[config.mk]
export PLATFORM = sky130hd
export DESIGN_NAME = pulse_pacer
export DESIGN_NICKNAME = d
export VERILOG_FILES = /design/src/rtl/pulse_pacer_pkg.sv /design/src/rtl/pulse_pacer_sat_updown_counter.sv /design/src/rtl/pulse_pacer.sv
export SDC_FILE = /design/constraint.sdc
export NUM_CORES = 1
export LEC_CHECK = 0
export CAP_MARGIN = 20
export CORE_MARGIN = 10
export CORE_UTILIZATION = 57
export CTS_BUF_LIST = sky130_fd_sc_hd__clkbuf_16
export DETAILED_ROUTE_END_ITERATION = 6
export PLACE_DENSITY = 0.84
export SLEW_MARGIN = 15
export SYNTH_ARGS = -nofsm -noshare
export SYNTH_HDL_FRONTEND = slang
export SYNTH_SLANG_ARGS = --single-unit
export TNS_END_PERCENT = 30
[constraint.sdc]
create_clock -name clk -period 7.7 [get_ports clk]
set_clock_uncertainty 0.2 [all_clocks]
set_input_delay 1.155 -clock clk [delete_from_list [all_inputs] [get_ports clk]]
set_output_delay 1.155 -clock clk [all_outputs]
set_load 0.05 [all_outputs]
[src/rtl/pulse_pacer_pkg.sv]
// Shared definitions for the pulse_pacer event metering stage.
package pulse_pacer_pkg;

  // Default widths, shared by the top level and any instantiating bench.
  localparam int unsigned COUNT_WIDTH_DEFAULT = 8;
  localparam int unsigned GAP_WIDTH_DEFAULT   = 8;

  // Pacing FSM state encoding.
  typedef enum logic [1:0] {
    ST_IDLE = 2'd0,
    ST_FIRE = 2'd1,
    ST_HOLD = 2'd2
  } state_e;

endpackage : pulse_pacer_pkg

[src/rtl/pulse_pacer_sat_updown_counter.sv]
// Saturating up/down backlog counter with synchronous clear.
// A same-cycle increment and decrement cancel, even at the maximum value.
// drop_c_o flags an increment lost at saturation; count_nxt_c_o exposes the
// value that will be loaded on the coming edge.
module sat_updown_counter #(
  parameter int unsigned pWIDTH = 8
) (
  input  logic              clk,
  input  logic              reset_n,
  input  logic              inc_i,
  input  logic              dec_i,
  input  logic              clr_i,
  output logic [pWIDTH-1:0] count_o,
  output logic [pWIDTH-1:0] count_nxt_c_o,
  output logic              drop_c_o
);

  localparam logic [pWIDTH-1:0] CountMax = '1;

  logic [pWIDTH-1:0] count_q;
  logic [pWIDTH-1:0] count_d;
  logic              drop_c;

  // Next count, in priority order: clear, cancel, increment, decrement.
  always_comb begin
    count_d = count_q;
    drop_c  = 1'b0;
    if (clr_i) begin
      count_d = '0;
    end else if (inc_i && dec_i) begin
      count_d = count_q;
    end else if (inc_i) begin
      if (count_q == CountMax) begin
        drop_c = 1'b1;
      end else begin
        count_d = count_q + pWIDTH'(1);
      end
    end else if (dec_i) begin
      if (count_q != '0) begin
        count_d = count_q - pWIDTH'(1);
      end
    end
  end

  // Count register.
  always_ff @(posedge clk or negedge reset_n) begin
    if (!reset_n) begin
      count_q <= '0;
    end else begin
      count_q <= count_d;
    end
  end

  assign count_o       = count_q;
  assign count_nxt_c_o = count_d;
  assign drop_c_o      = drop_c;

endmodule : sat_updown_counter

[src/rtl/pulse_pacer.sv]
// Event pacer: counts incoming event strobes and releases them one at a time
// as single-cycle pulses spaced gap_i+2 cycles apart, so the downstream
// handshake synchronizer never sees a pulse while it is still busy.
module pulse_pacer
  import pulse_pacer_pkg::*;
#(
  parameter int unsigned pCOUNT_WIDTH = COUNT_WIDTH_DEFAULT,
  parameter int unsigned pGAP_WIDTH   = GAP_WIDTH_DEFAULT
) (
  input  logic                    clk,
  input  logic                    reset_n,
  input  logic                    event_i,
  input  logic [pGAP_WIDTH-1:0]   gap_i,
  input  logic                    clear_i,
  output logic                    pulse_o,
  output logic [pCOUNT_WIDTH-1:0] pending_o,
  output logic                    overflow_o,
  output logic                    idle_o
);

  state_e                  state_q;
  state_e                  state_d;
  logic [pGAP_WIDTH-1:0]   timer_q;
  logic [pGAP_WIDTH-1:0]   timer_d;
  logic                    pulse_q;
  logic                    pulse_d;
  logic                    idle_q;
  logic                    idle_d;
  logic                    overflow_q;
  logic                    overflow_d;

  logic                    dec_c;
  logic                    drop_c;
  logic                    backlog_c;
  logic [pCOUNT_WIDTH-1:0] count_q;
  logic [pCOUNT_WIDTH-1:0] count_nxt_c;

  // Backlog counter; decremented on the edge that enters FIRE.
  sat_updown_counter #(
    .pWIDTH (pCOUNT_WIDTH)
  ) u_backlog (
    .clk           (clk),
    .reset_n       (reset_n),
    .inc_i         (event_i),
    .dec_i         (dec_c),
    .clr_i         (clear_i),
    .count_o       (count_q),
    .count_nxt_c_o (count_nxt_c),
    .drop_c_o      (drop_c)
  );

  assign backlog_c = (count_q != '0);

  // Next state, hold-off timer and registered output values.
  always_comb begin
    state_d    = state_q;
    timer_d    = timer_q;
    dec_c      = 1'b0;
    pulse_d    = 1'b0;
    idle_d     = 1'b0;
    overflow_d = overflow_q;

    case (state_q)
      ST_IDLE: begin
        if (backlog_c) begin
          state_d = ST_FIRE;
        end
      end
      ST_FIRE: begin
        state_d = ST_HOLD;
      end
      ST_HOLD: begin
        if (timer_q == '0) begin
          state_d = backlog_c ? ST_FIRE : ST_IDLE;
        end else begin
          timer_d = timer_q - pGAP_WIDTH'(1);
        end
      end
      default: begin
        state_d = ST_IDLE;
      end
    endcase

    // FIRE entry consumes one event and latches the hold-off length.
    if (state_d == ST_FIRE) begin
      dec_c   = 1'b1;
      timer_d = gap_i;
      pulse_d = 1'b1;
    end

    idle_d = (state_d == ST_IDLE) && (count_nxt_c == '0);

    if (clear_i) begin
      overflow_d = 1'b0;
    end else if (drop_c) begin
      overflow_d = 1'b1;
    end
  end

  // State, timer and output registers.
  always_ff @(posedge clk or negedge reset_n) begin
    if (!reset_n) begin
      state_q    <= ST_IDLE;
      timer_q    <= '0;
      pulse_q    <= 1'b0;
      idle_q     <= 1'b0;
      overflow_q <= 1'b0;
    end else begin
      state_q    <= state_d;
      timer_q    <= timer_d;
      pulse_q    <= pulse_d;
      idle_q     <= idle_d;
      overflow_q <= overflow_d;
    end
  end

  assign pulse_o    = pulse_q;
  assign pending_o  = count_q;
  assign overflow_o = overflow_q;
  assign idle_o     = idle_q;

endmodule : pulse_pacer

# Word level (Yosys, flattened, before mapping)
# Cells that the tools add are included.
word_totals:
  regBits: 21
  input_bits: 12
op_classes:
  add_sub_neg: 3
  eq_ne: 5
  mux: 20
  n_reduce_logical: 10
ops:
  columns: ["cell", "n"]
  rows:
  - ["2-to-1 mux 8 bit", 9]
  - ["zero test 8 bit", 2]
  - ["subtractor 8 x 1 -> 8 bit, second input constant", 2]
  - ["adder 8 x 1 -> 8 bit, second input constant", 1]
  - ["equality test 8 bit, second input constant", 1]
  - ["2-to-1 mux 1 bit", 8]
  - ["nonzero test 8 bit", 1]
  - ["one-hot mux 2 bit (3 select lines)", 1]
  - ["equality test 2 x 1 -> 1 bit, second input constant", 2]
  - ["zero test 2 bit", 2]
  - ["2-to-1 mux 2 bit", 2]
  - ["nonzero test 2 bit", 2]
  - ["equality test 2 bit, second input constant", 1]
  - ["logical AND 1 bit", 2]
  - ["!= test 2 x 1 -> 1 bit, second input constant", 1]
  - ["AND reduction 2 bit", 1]

# Longest topological paths before layout
depth:
  ltp_word: 12
  ltp_mapped: 10
  depth_no_buf: 10

# By module
# Synthesis repeated with hierarchy kept, for this count alone.
hier_totals:
  cells_unflattened: 184
  hier_area_um2: 1630.3
by_module_without_submodules:
  columns: ["mod", "instances", "cells_each", "area_each_um2"]
  rows:
  - ["pulse_pacer", 1, 90, 878.3]
  - ["sat_updown_counter", 1, 94, 752.0]

# Least setup slack after synthesis
# Ideal clock, no wire load.
synth_path:
  kind: "register -> register"
  start: "register u_backlog.count_q[0] (netlist: u_backlog.count_o[0])"
  end: "register idle_q (netlist: idle_o)"
  t_arrival_ns: 2.606
  required_time_ns: 7.404
  slack_ns: 4.798
  stages_incl_launch_ff: 10
  n_path_buf: 1
  synth_period_minus_slack_ns: 2.902
  path_cell_list: "dfrtp_1 clkbuf_1 inv_1 ha_1 a31o_2 or3_1 o22a_1 xnor2_1 a211o_1 nor4_2"
synth_between:
  elab_chain_cells: 12
  elab_cells_between_ends: 20
  cone_classes: "add/sub (2); eq/ne (2); mux (11); reduce/logical (5)"
synth_rtl:
  columns: ["item", "line", "rtl"]
  rows:
  - ["start, declared", "pulse_pacer_sat_updown_counter.sv:20", "logic [pWIDTH-1:0] count_q;"]
  - ["start signal, assigned", "pulse_pacer_sat_updown_counter.sv:50", "count_q <= count_d;"]
  - ["nonzero test 8 bit", "pulse_pacer_sat_updown_counter.sv:39, pulse_pacer.sv:52", null]
  - ["2-to-1 mux 1 bit", "pulse_pacer.sv:74", "state_d = backlog_c ? ST_FIRE : ST_IDLE;"]
  - ["2-to-1 mux 2 bit", "pulse_pacer.sv:73", "if (timer_q == '0) begin"]
  - ["one-hot mux 2 bit (3 select lines)", "pulse_pacer.sv:63", "case (state_q)"]
  - ["equality test 2 x 1 -> 1 bit", "pulse_pacer.sv:85", "if (state_d == ST_FIRE) begin"]
  - ["2-to-1 mux 1 bit", "pulse_pacer.sv:85", null]
  - ["2-to-1 mux 8 bit", "pulse_pacer_sat_updown_counter.sv:38", "end else if (dec_i) begin"]
  - ["2-to-1 mux 8 bit", "pulse_pacer_sat_updown_counter.sv:32", "end else if (inc_i) begin"]
  - ["2-to-1 mux 8 bit", "pulse_pacer_sat_updown_counter.sv:30", "end else if (inc_i && dec_i) begin"]
  - ["2-to-1 mux 8 bit", "pulse_pacer_sat_updown_counter.sv:28", "if (clr_i) begin"]
  - ["zero test 8 bit", "pulse_pacer.sv:91", "idle_d = (state_d == ST_IDLE) && (count_nxt_c == '0);"]
  - ["logical AND 1 bit *", "pulse_pacer.sv:91", null]
  - ["net idle_d", "pulse_pacer.sv:28", "logic idle_d;"]
  - ["end signal, assigned", "pulse_pacer.sv:112", "idle_q <= idle_d;"]
  - ["end, declared", "pulse_pacer.sv:27", "logic idle_q;"]
# Mark *: on every way through the listed nets, which the timed path passes. The rest lies on a longest branch.
# A chain may end at the register's enable or synchronous reset.

# Worst setup path in the final report
layout_path:
  start: "input port event_i"
  end: "register idle_q (netlist: idle_o)"
layout_between:
  elab_chain_cells: 5
  elab_cells_between_ends: 6
  cone_classes: "mux (3); reduce/logical (3)"
layout_rtl:
  columns: ["item", "line", "rtl"]
  rows:
  - ["start, declared", "pulse_pacer.sv:12", "input logic event_i,"]
  - ["2-to-1 mux 8 bit or logical AND 1 bit (tied branches)", "pulse_pacer_sat_updown_counter.sv:32, pulse_pacer_sat_updown_counter.sv:30", null]
  - ["2-to-1 mux 8 bit *", "pulse_pacer_sat_updown_counter.sv:30", null]
  - ["2-to-1 mux 8 bit *", "pulse_pacer_sat_updown_counter.sv:28", null]
  - ["net count_nxt_c[6]", "pulse_pacer.sv:36", "logic [pCOUNT_WIDTH-1:0] count_nxt_c;"]
  - ["zero test 8 bit *", "pulse_pacer.sv:91", null]
  - ["logical AND 1 bit *", "pulse_pacer.sv:91", null]
  - ["net idle_d", "pulse_pacer.sv:28", null]
# Marks and branches as above.

==> out/metrics.cfg <==
[critical_path]
worstSetupEndpoint = idle_o
reg2reg_slack_ps = 4740
path_class = in2reg
cp.arrival_ps = 3490
r2r_end = idle_o
crit_required_ps = 7660
cp.buffers_inverters = 1
crit_start = event_i
crit_path_max_incr_delay_ps = 610
path_delay_family = simple AND/OR/NAND/NOR gates
path_depth = 6
crit_fanout = 8
cp_slowest_cell = clkdlybuf4s50_1
rr_worst_depth = 9
cp-start-kind = input pin
r2r_start = timer_q[0]
path_cells = clkdlybuf4s50_1 > nand4_1 > o41ai_1 > a221oi_1 > or4_1 > nor4_2
worstSetupEndpointType = flip-flop

[synthesis]
ys_types = 57
synthArstFlopShare_pct = 100
ys_seq_elements = 21
syn_inst = 157
synth_area_sq_mm = 0.00141
ys_top_cells_by_area = dfrtp_1 37%, nor2_1 4.5%, ha_1 3.6%
synth_edf_count = 0
yosysTopAreaCell = dfrtp_1
yosys_warnings = 0
syn_nets = 173
seq_area_frac_synth_pct = 37.3
netlist.area_leader.share_pct = 37.3
syn_area_per_cell_sq_um = 8.97
synth_ff_type = dfrtp_1

[grt]
track_usage_pct = 15.3
globalRoute.totalOverflow = 0
grt_max_degree = 22
antenna_found_initial = 0
grt_pass1_wl_mm = 6.40
grt_pass1_vias = 1356

[run]
drv_cap = 0

[sta]
rsz0062_at_grt = false
max_slew_margin_pct = 34.2
fin_setup_tns_ps = 0
hold_viol_final = 0
finalCriticalPeriod_ps = 3530
min_period_over_period_pct = 45.8
hold_slack_ps = 305
tightestPinTransition_ps = 985
setup_violations = 0
clock.fmax_mhz = 284
slew_violations = 0

[floorplan]
die-area_sq_mm = 0.00486
rows = 17
fp.dieH_microns = 69.7
die_w_microns = 69.7
start_util_pct = 61.8
core_area_sq_mm = 0.00228
io_pins = 23

[route]
num_vias = 1361
drc = 0
drtAntennaViolNets = 0
viasPerCell = 6.61
wl_per_cell_microns = 18.4
first_pass_iters = 4
routed_wl_mm = 3.78
dr.first_iter.drc_count = 163

[clocking]
ctsHoldBuffers = 0
cts.sink_count = 21
clk_latency_ps = 250
cts_resized = 0
tritoncts = yes
clockBufferDepth = 2
cts_root_buf = clkbuf_16
clkTransAtPathRegs_ps = 60
cts.htree.levels = 1
numCtsBuffers = 3
postCtsSetupBuffers = 0

[placement]
io_buffer_count = 22
hpwl_mm = 2.68
place_congestion = 0.931

[power_and_ir_drop]
vdd_drop_max_v = 0.000304
p_per_area_mw_per_mm2 = 495
p_leak_nw = 0.694

[run_status]
outcome = complete, no violations

[final_layout]
final_util_pct = 75.7
seqCellArea_sq_um = 526
n_fill_cell = 157
final_nets = 195
multiInputGateArea_sq_um = 827
num_antenna_cells = 0
area_delta_synth_final_pct = 22.4
layout-drive-gt1-share_pct = 12.4

[min_path]
hp-class = reg2reg

how the worst min path moves through the flow:
stage,from,to,slack [ps],cells after the start
global route,overflow_o,overflow_o,360,2
CTS,overflow_o,overflow_o,300,2
floorplan,timer_q[5],timer_q[5],290,1
finish,overflow_o,overflow_o,300,2
global placement,overflow_o,overflow_o,280,2
detailed placement,overflow_o,overflow_o,290,2
through the flow:
step / total power (W) / area [sq um] / cells / worst slack (ps)
3_3_place_gp: 0.000715 / 1640 / 202 / 4160
4_1_cts: 0.000848 / 1720 / 206 / 4240
6_report: 0.000852 / 1720 / 206 / 4170
2_1_floorplan: 0.000597 / 1410 / 157 / 4800
3_5_place_dp: 0.000730 / 1640 / 202 / 3970
5_1_grt: 0.000909 / 1720 / 206 / 4070
cell families (layout without fill, tap and decap cells):
| group | count (synthesis) | in the layout | share of synthesized area, % |
|---|---|---|---|
| and+or+nand+nor | 72 | 72 | 29.0 |
| AOI/OAI and AO/OA | 37 | 37 | 19.7 |
| DFF | 21 | 21 | 37.3 |
| buffers and inverters | 14 | 35 | 3.91 |
| muxes | 5 | 5 | 4.00 |
| adders and majority gates | 4 | 4 | 3.56 |
| xor gates and xnor gates | 4 | 4 | 2.49 |
area by class of cell:
type,instances,share of cell area (%)
Timing Repair Buffer,22,12.8
Inverter,9,2.03
Multi-Input combinational cell,122,48.0
Clock buffer,3,4.36
Tap cell,28,2.03
Clock inverter,1,0.290
Sequential cell,21,30.5
tightest hold or removal path: stages, from the launching register on:
cell and delay (ps):
dfrtp_1 340, a21oi_1 40, nor2_1 80
synth_stat cells, drive strengths merged (2+ instances only):
master / number
a32oi: 2
clkbuf: 4
nor2: 17
nand2: 15
nand4: 4
nor3: 10
or4: 2
ha: 4
nor4: 5
mux2i: 3
nand3: 7
dfrtp: 21
a21oi: 8
o21ai: 4
o21a: 2
xnor2: 3
mux2: 2
or3: 2
o22ai: 4
inv: 8
a31oi: 4
nor3b: 2
state kept, by name, indices dropped and copies added, names as in the netlist:
register	flops
idle_o	1
overflow_o	1
pulse_o	1
state_q	2
timer_q	8
u_backlog.count_o	8
power by group:
part | switching (W) | internal [W] | leakage (nW)
Clock | 0.0000404 | 0.0000697 | 0.0409
Sequential | 0.0000846 | 0.000158 | 0.264
Combinational | 0.000303 | 0.000197 | 0.389
Total | 0.000428 | 0.000424 | 0.694
cells in the final DEF (no fill, tap or decap), types with 2 or more instances in the layout:
cell type	n
clkdlybuf4s50_1	22
dfrtp_1	21
nor2_1	17
nand2_1	13
nor3_1	10
inv_1	8
a21oi_1	7
nand3_1	6
a31oi_1	4
nand4_1	4
ha_1	4
nor4_1	3
xnor2_1	3
mux2i_1	3
o22ai_1	3
clkbuf_16	3
nand2_4	2
clkinv_2	2
o21ai_0	2
or3_1	2
a32oi_1	2
nor3b_1	2
per-layer routing:
metal | global-route usage (%) | wire length (microns) | vias to the layer above
met1 | 17.1 | 1500 | 663
met5 | 0 | 0 | -
met3 | 4.42 | 302 | 4
met4 | 5.65 | 25 | 0
li1 | - | - | 628
met2 | 26.7 | 1960 | 66
Note: power is estimated with default switching activity, not from simulation.
